--- src/rtl/multi_cycle_hs.sv ---
`default_nettype none
// ============================================================================
// Module   : multi_cycle_hs
// Brief    : Multicycle MIPS-subset core (FSM, RF, ALU) with a req/ack memory
//            port, halt on illegal/misaligned ops and a retired counter.
// Revision : 1.0 - initial release
// ============================================================================
module multi_cycle_hs #(
    parameter int          ADDR_W   = 32,
    parameter logic [63:0] RESET_PC = 64'h0,
    parameter int          CNT_W    = 32
) (
    input  logic              clk,
    input  logic              rst,
    output logic              mem_req,
    output logic              mem_we,
    output logic [ADDR_W-1:0] mem_addr,
    output logic [31:0]       mem_wdata,
    input  logic [31:0]       mem_rdata,
    input  logic              mem_ack,
    output logic [ADDR_W-1:0] pc,
    output logic              halted,
    output logic [CNT_W-1:0]  retired
);

    localparam logic [ADDR_W-1:0] c_RESET_PC = RESET_PC[ADDR_W-1:0];

    localparam logic [5:0] c_OP_RTYPE = 6'h00;
    localparam logic [5:0] c_OP_J     = 6'h02;
    localparam logic [5:0] c_OP_BEQ   = 6'h04;
    localparam logic [5:0] c_OP_BNE   = 6'h05;
    localparam logic [5:0] c_OP_ADDI  = 6'h08;
    localparam logic [5:0] c_OP_LW    = 6'h23;
    localparam logic [5:0] c_OP_SW    = 6'h2B;

    localparam logic [5:0] c_F_ADD = 6'h20;
    localparam logic [5:0] c_F_SUB = 6'h22;
    localparam logic [5:0] c_F_AND = 6'h24;
    localparam logic [5:0] c_F_OR  = 6'h25;
    localparam logic [5:0] c_F_SLT = 6'h2A;

    typedef enum logic [3:0] {
        S_FETCH  = 4'd0,
        S_DECODE = 4'd1,
        S_EXEC_R = 4'd2,
        S_WB_R   = 4'd3,
        S_EXEC_I = 4'd4,
        S_WB_I   = 4'd5,
        S_ADDR   = 4'd6,
        S_MEM_RD = 4'd7,
        S_WB_MEM = 4'd8,
        S_MEM_WR = 4'd9,
        S_BRANCH = 4'd10,
        S_JUMP   = 4'd11,
        S_HALT   = 4'd12
    } state_t;

    state_t            state_q;
    logic [ADDR_W-1:0] pc_q;
    logic [31:0]       ir_q;
    logic [31:0]       mdr_q;
    logic [31:0]       a_q;
    logic [31:0]       b_q;
    logic [31:0]       alu_q;
    logic [CNT_W-1:0]  retired_q;
    logic              halted_q;
    logic              req_q;
    logic              we_q;
    logic [ADDR_W-1:0] addr_q;
    logic [31:0]       wdata_q;
    logic [31:0]       rf_q [32];

    logic [5:0]        w_op;
    logic [4:0]        w_rs;
    logic [4:0]        w_rt;
    logic [4:0]        w_rd;
    logic [5:0]        w_funct;
    logic [31:0]       w_imm_sext;
    logic [31:0]       w_rs_val;
    logic [31:0]       w_rt_val;
    logic [ADDR_W-1:0] w_pc_inc;
    logic [ADDR_W-1:0] w_br_tgt;
    logic [31:0]       w_eff;
    logic [31:0]       w_pc32;
    logic [31:0]       w_jmp32;
    logic [ADDR_W-1:0] w_jmp_pc;
    logic              w_taken;
    logic [ADDR_W-1:0] w_br_pc;
    logic [31:0]       w_r_res;
    logic              w_r_ok;

    assign w_op       = ir_q[31:26];
    assign w_rs       = ir_q[25:21];
    assign w_rt       = ir_q[20:16];
    assign w_rd       = ir_q[15:11];
    assign w_funct    = ir_q[5:0];
    assign w_imm_sext = {{16{ir_q[15]}}, ir_q[15:0]};
    assign w_rs_val   = (w_rs == 5'd0) ? 32'd0 : rf_q[w_rs];
    assign w_rt_val   = (w_rt == 5'd0) ? 32'd0 : rf_q[w_rt];
    assign w_pc_inc   = pc_q + ADDR_W'(4);
    assign w_br_tgt   = pc_q + ADDR_W'(w_imm_sext << 2);
    assign w_eff      = a_q + w_imm_sext;
    assign w_pc32     = 32'(pc_q);
    assign w_jmp32    = (w_pc32 & 32'hF000_0000) | {4'b0000, ir_q[25:0], 2'b00};
    assign w_jmp_pc   = ADDR_W'(w_jmp32);
    assign w_taken    = (w_op == c_OP_BEQ) ? (a_q == b_q) : (a_q != b_q);
    assign w_br_pc    = w_taken ? ADDR_W'(alu_q) : pc_q;

    always_comb begin
        w_r_res = 32'd0;
        w_r_ok  = 1'b1;
        case (w_funct)
            c_F_ADD: w_r_res = a_q + b_q;
            c_F_SUB: w_r_res = a_q - b_q;
            c_F_AND: w_r_res = a_q & b_q;
            c_F_OR:  w_r_res = a_q | b_q;
            c_F_SLT: w_r_res = {31'd0, ($signed(a_q) < $signed(b_q))};
            default: w_r_ok  = 1'b0;
        endcase
    end

    // The next fetch request is armed on the same edge that retires an
    // instruction, so a zero-wait fetch occupies exactly one cycle.
    always_ff @(posedge clk) begin
        if (rst) begin
            state_q   <= S_FETCH;
            pc_q      <= c_RESET_PC;
            ir_q      <= 32'd0;
            mdr_q     <= 32'd0;
            a_q       <= 32'd0;
            b_q       <= 32'd0;
            alu_q     <= 32'd0;
            retired_q <= '0;
            halted_q  <= 1'b0;
            req_q     <= 1'b1;
            we_q      <= 1'b0;
            addr_q    <= c_RESET_PC;
            wdata_q   <= 32'd0;
        end else begin
            case (state_q)
                S_FETCH: begin
                    if (mem_ack) begin
                        ir_q    <= mem_rdata;
                        pc_q    <= w_pc_inc;
                        req_q   <= 1'b0;
                        state_q <= S_DECODE;
                    end
                end
                S_DECODE: begin
                    a_q   <= w_rs_val;
                    b_q   <= w_rt_val;
                    alu_q <= 32'(w_br_tgt);
                    case (w_op)
                        c_OP_RTYPE:         state_q <= S_EXEC_R;
                        c_OP_LW, c_OP_SW:   state_q <= S_ADDR;
                        c_OP_BEQ, c_OP_BNE: state_q <= S_BRANCH;
                        c_OP_ADDI:          state_q <= S_EXEC_I;
                        c_OP_J:             state_q <= S_JUMP;
                        default: begin
                            state_q  <= S_HALT;
                            halted_q <= 1'b1;
                        end
                    endcase
                end
                S_EXEC_R: begin
                    if (w_r_ok) begin
                        alu_q   <= w_r_res;
                        state_q <= S_WB_R;
                    end else begin
                        state_q  <= S_HALT;
                        halted_q <= 1'b1;
                    end
                end
                S_WB_R: begin
                    if (w_rd != 5'd0) rf_q[w_rd] <= alu_q;
                    retired_q <= retired_q + CNT_W'(1);
                    req_q     <= 1'b1;
                    addr_q    <= pc_q;
                    state_q   <= S_FETCH;
                end
                S_EXEC_I: begin
                    alu_q   <= w_eff;
                    state_q <= S_WB_I;
                end
                S_WB_I: begin
                    if (w_rt != 5'd0) rf_q[w_rt] <= alu_q;
                    retired_q <= retired_q + CNT_W'(1);
                    req_q     <= 1'b1;
                    addr_q    <= pc_q;
                    state_q   <= S_FETCH;
                end
                S_ADDR: begin
                    alu_q <= w_eff;
                    if (w_eff[1:0] != 2'b00) begin
                        state_q  <= S_HALT;
                        halted_q <= 1'b1;
                    end else begin
                        req_q   <= 1'b1;
                        addr_q  <= ADDR_W'(w_eff);
                        we_q    <= (w_op == c_OP_SW);
                        wdata_q <= b_q;
                        state_q <= (w_op == c_OP_LW) ? S_MEM_RD : S_MEM_WR;
                    end
                end
                S_MEM_RD: begin
                    if (mem_ack) begin
                        mdr_q   <= mem_rdata;
                        req_q   <= 1'b0;
                        state_q <= S_WB_MEM;
                    end
                end
                S_WB_MEM: begin
                    if (w_rt != 5'd0) rf_q[w_rt] <= mdr_q;
                    retired_q <= retired_q + CNT_W'(1);
                    req_q     <= 1'b1;
                    addr_q    <= pc_q;
                    state_q   <= S_FETCH;
                end
                S_MEM_WR: begin
                    if (mem_ack) begin
                        we_q      <= 1'b0;
                        retired_q <= retired_q + CNT_W'(1);
                        addr_q    <= pc_q;
                        state_q   <= S_FETCH;
                    end
                end
                S_BRANCH: begin
                    pc_q      <= w_br_pc;
                    retired_q <= retired_q + CNT_W'(1);
                    req_q     <= 1'b1;
                    addr_q    <= w_br_pc;
                    state_q   <= S_FETCH;
                end
                S_JUMP: begin
                    pc_q      <= w_jmp_pc;
                    retired_q <= retired_q + CNT_W'(1);
                    req_q     <= 1'b1;
                    addr_q    <= w_jmp_pc;
                    state_q   <= S_FETCH;
                end
                S_HALT: begin
                    req_q <= 1'b0;
                    we_q  <= 1'b0;
                end
                default: begin
                    state_q  <= S_HALT;
                    halted_q <= 1'b1;
                    req_q    <= 1'b0;
                end
            endcase
        end
    end

    // Gating by rst keeps the port quiet for every cycle reset is held.
    assign mem_req   = req_q & ~rst;
    assign mem_we    = we_q & ~rst;
    assign mem_addr  = addr_q;
    assign mem_wdata = wdata_q;
    assign pc        = pc_q;
    assign halted    = halted_q;
    assign retired   = retired_q;

endmodule
`default_nettype wire

--- config.mk ---
export PLATFORM = sky130hd
export DESIGN_NAME = multi_cycle_hs
export DESIGN_NICKNAME = d
export VERILOG_FILES = /design/src/rtl/multi_cycle_hs.sv
export SDC_FILE = /design/constraint.sdc
export NUM_CORES = 2
export LEC_CHECK = 0
export ABC_AREA = 0
export BUFFER_PORTS_ARGS = -buffer_cell sky130_fd_sc_hd__buf_4
export CAP_MARGIN = 20
export CORE_MARGIN = 1
export CORE_UTILIZATION = 30
export DETAILED_ROUTE_END_ITERATION = 12
export GPL_TIMING_DRIVEN = 0
export PLACE_DENSITY_LB_ADDON = 0.1
export REMOVE_ABC_BUFFERS = 1
export SLEW_MARGIN = 15
export SYNTH_ARGS = -nofsm -noshare
export SYNTH_HDL_FRONTEND = slang
export SYNTH_SLANG_ARGS = --single-unit
--- constraint.sdc ---
create_clock -name clk -period 7.4 [get_ports clk]
set_clock_uncertainty 0.2 [all_clocks]
set_input_delay 0.74 -clock clk [delete_from_list [all_inputs] [get_ports clk]]
set_output_delay 0.74 -clock clk [all_outputs]
set_load 0.02 [all_outputs]
==> impl_metrics.csv <==
group,metric,value,unit
outcome,status,"finished clean",
synth,synth_area_leaders,"edfxtp_1 (45%), mux4_2 (21%), dfxtp_1 (8.9%), ha_1 (3.1%), a21oi_1 (2.9%)",
place,dp_hpwl,189000,µm
global_routing,grt_max_degree,106,
clocking,root_buffer,"clkbuf_16",
clocking,clk_latency,0.83,ns
clocking,clkSinkCount,1329,
clocking,path_clk_slew,0.06,ns
die,die-width,480,µm
critical_path,critPathKind,"reg -> reg",
critical_path,cp-start-kind,"flop",
synth,synth_cell_type_count,80,
synth,avgSynthCellArea,13.9,µm²
timing,hold_viol,0,
power,p_clk_share,28.9,%
critical_path,worst_ep_required_time,7.89,ns
die,core,226000,µm²
die,dieArea,230000,µm²
power,p_per_area,329,nW/µm²
synth,ys.flop_type,"edfxtp_1",
finish,mostFrequentLayoutCell,"edfxtp_1",
synth,yosys_warnings,0,
power,power.switching,9820,µW
drt,drc,0,
drt,vias,46900,
finish,drive_gt1_share,25.5,%
power,peakVddDrop,0.286,mV
clocking,cts_buffers,156,
finish,final_cell_area,82000,µm²
synth,syn_area,68500,µm²
clocking,cts_setup_buffers,0,
power,leakagePower,0.0264,µW
place,gp_congestion,0.875,
synth,yosys.area.top_type,"edfxtp_1",
critical_path,arrival,5.82,ns
die,start_util,30.3,%
power,intPower,17200,µW
timing,fin_crit_sh,72.1,%
global_routing,grt_util_all_layers,23.0,%
run,maxCapViolCount,0,
timing,finalCriticalPeriod,5.33,ns
synth,synth_cells,4932,
global_routing,gr-total-overflow,0,
finish,fin_cells,8299,
global_routing,grt_pass1_vias,46500,
finish,layout_common_cells,"edfxtp_1 (1024), mux4_2 (640), nor2_1 (399), a21oi_1 (398), nand2_1 (380)",
synth,ys_async_sr_fraction,0,%
clocking,htreeDepth,4,
timing,rsz0062_at_grt,"no",
drt,wl_per_cell,32.1,µm
timing,clock.fmax,187,MHz
drt,via_per_inst,5.65,
synth,yosys.area.top_type_share,44.9,%
global_routing,grt_pass1_wl,371000,µm
timing,setup_viol,0,
global_routing,antenna_found_initial,9,
place,io_buffers,165,
die,row_count,174,
timing,maxSlewHeadroom,16.6,%
drt,drt_iter0_drc,5007,
power,pwr-share-seq,35.0,%
drt,firstDrtPassIters,10,
power,power_frac_comb,36.0,%
critical_path,crit_fanout,16,
die,die_y,480,µm
timing,slew_viol_final,0,
finish,largest_reg_flops,1024,
critical_path,end_kind,"flop",
place,placedCellCount,7970,
timing,fin_ws,2.07,ns
die,ios,166,
place,pre_cts_slack,2.12,ns
synth,synth-edff-count,1024,
hold_path,hold_path.class,"in -> reg",
power,power.share.switching,36.4,%
timing,tightestPinTransition,1.25,ns
clocking,clockBufferDepth,3,
clocking,cts_tree,"yes",
synth,yosysSeqAreaShare,53.8,%
finish,nNetsFinal,5375,
synth,ys_seq_elements,1329,
place,placed_area,76500,µm²
finish,syn_to_final_growth,19.8,%
drt,wl,266000,µm
drt,antenna_left,0,
finish,regMostFlops,"rf_q",
[stage by stage]
step / hold WS (ns) / util, % / TNS [ns] / power, µW
after floorplan: 0.227 / - / -312.50 / 16200
after global placement: 0.238 / 32.0 / - / 20700
after detailed placement: 0.244 / 33.9 / 0 / 19300
after CTS: 0.000853 / 36.3 / 0 / 27200
after global routing: 0.0167 / 36.3 / 0 / 28100
final: 0.0457 / 36.3 / 0 / 27000
[what timing repair did]
item,CTS,global route
hold buffers,33,0
gates resized for setup,0,0
endpoints found under the hold margin,74,0
[worst max-delay path, cell delays in order (launching register included)]
cell	delay, ns
dfxtp_1	0.51
inv_1	0.11
ha_1	0.52
or4_1	0.59
or4_4	0.54
nor4_4	0.62
xor2_4	0.55
buf_12	0.26
mux2i_1	0.19
o21ai_0	0.19
a221oi_1	0.70
a211oi_1	0.16
[power groups by stage]
stage | Sequential, µW | Combinational (µW) | Clock, µW
finish | 9460 | 9730 | 7800
global placement | 10600 | 10100 | 0
floorplan | 9770 | 6390 | 0
CTS | 9460 | 9710 | 7980
global route | 9500 | 10300 | 8250
detailed placement | 9620 | 9670 | 0
[kinds of logic (layout without fill, tap and decap cells)]
logic type / count (synthesis) / in the layout / synth area share [%]
mux: 782 / 782 / 23.2
fa+ha+maj: 171 / 171 / 3.17
other cells: 1 / 37 / 0.00548
buf+inv: 456 / 795 / 2.53
flops: 1329 / 1329 / 53.8
simple gates: 1147 / 1147 / 7.40
compound gates: 960 / 960 / 8.74
xor+xnor: 86 / 86 / 1.13
[cells in the mapped netlist, drive strengths merged, types with 13 or more instances]
library cell and instances:
inv 123, o21a 17, mux2i 109, a21o 33, or3 25, mux2 33
and3 21, a22oi 20, buf 82, nand4 30, dfxtp 305, a311oi 27
o221ai 14, nor4 19, nand2 384, edfxtp 1024, xor2 41, a221oi 25
o21bai 26, nor3 56, o211ai 18, a221o 13, a211oi 65, or2 13
ha 167, o22ai 20, a31oi 27, xnor2 45, o21ai 168, nor2b 26
a21oi 399, mux4 640, nor2 435, clkbuf 250, nand3 63, nand2b 27
[per-layer routing]
metal	share of wire [%]	GRT usage, %	wire length, µm	up-vias
met5	0	0	0	-
met4	3.5	7.91	9440	0
met3	5.7	3.26	15000	307
met2	46	35.8	122000	1701
met1	45	32.6	120000	24800
li1	-	-	-	20100
[path summary, 6_finish.rpt]
check	startpoint	to	slack, ns	depth (start not counted)
worst max-delay path	b_q[25]	mem_addr[11]	2.07	11
worst min-delay path	mem_rdata[27]	mdr_q[27]	0.05	3
worst max register to register	b_q[25]	mem_addr[11]	2.07	11
worst min register to register	mdr_q[4]	mdr_q[4]	0.25	2
[area by class of cell]
cell class              instances  area [µm²]
multi-input cells            3178       30400
clock buffers                 215        4360
diodes                          5        12.5
repair buffers                380        5340
clock inverters                76         772
flip-flops and latches       1329       36900
fillers                     21400      144000
inverters                     124         465
well taps                    2992        3740
Power figures use the tool's default switching activity.
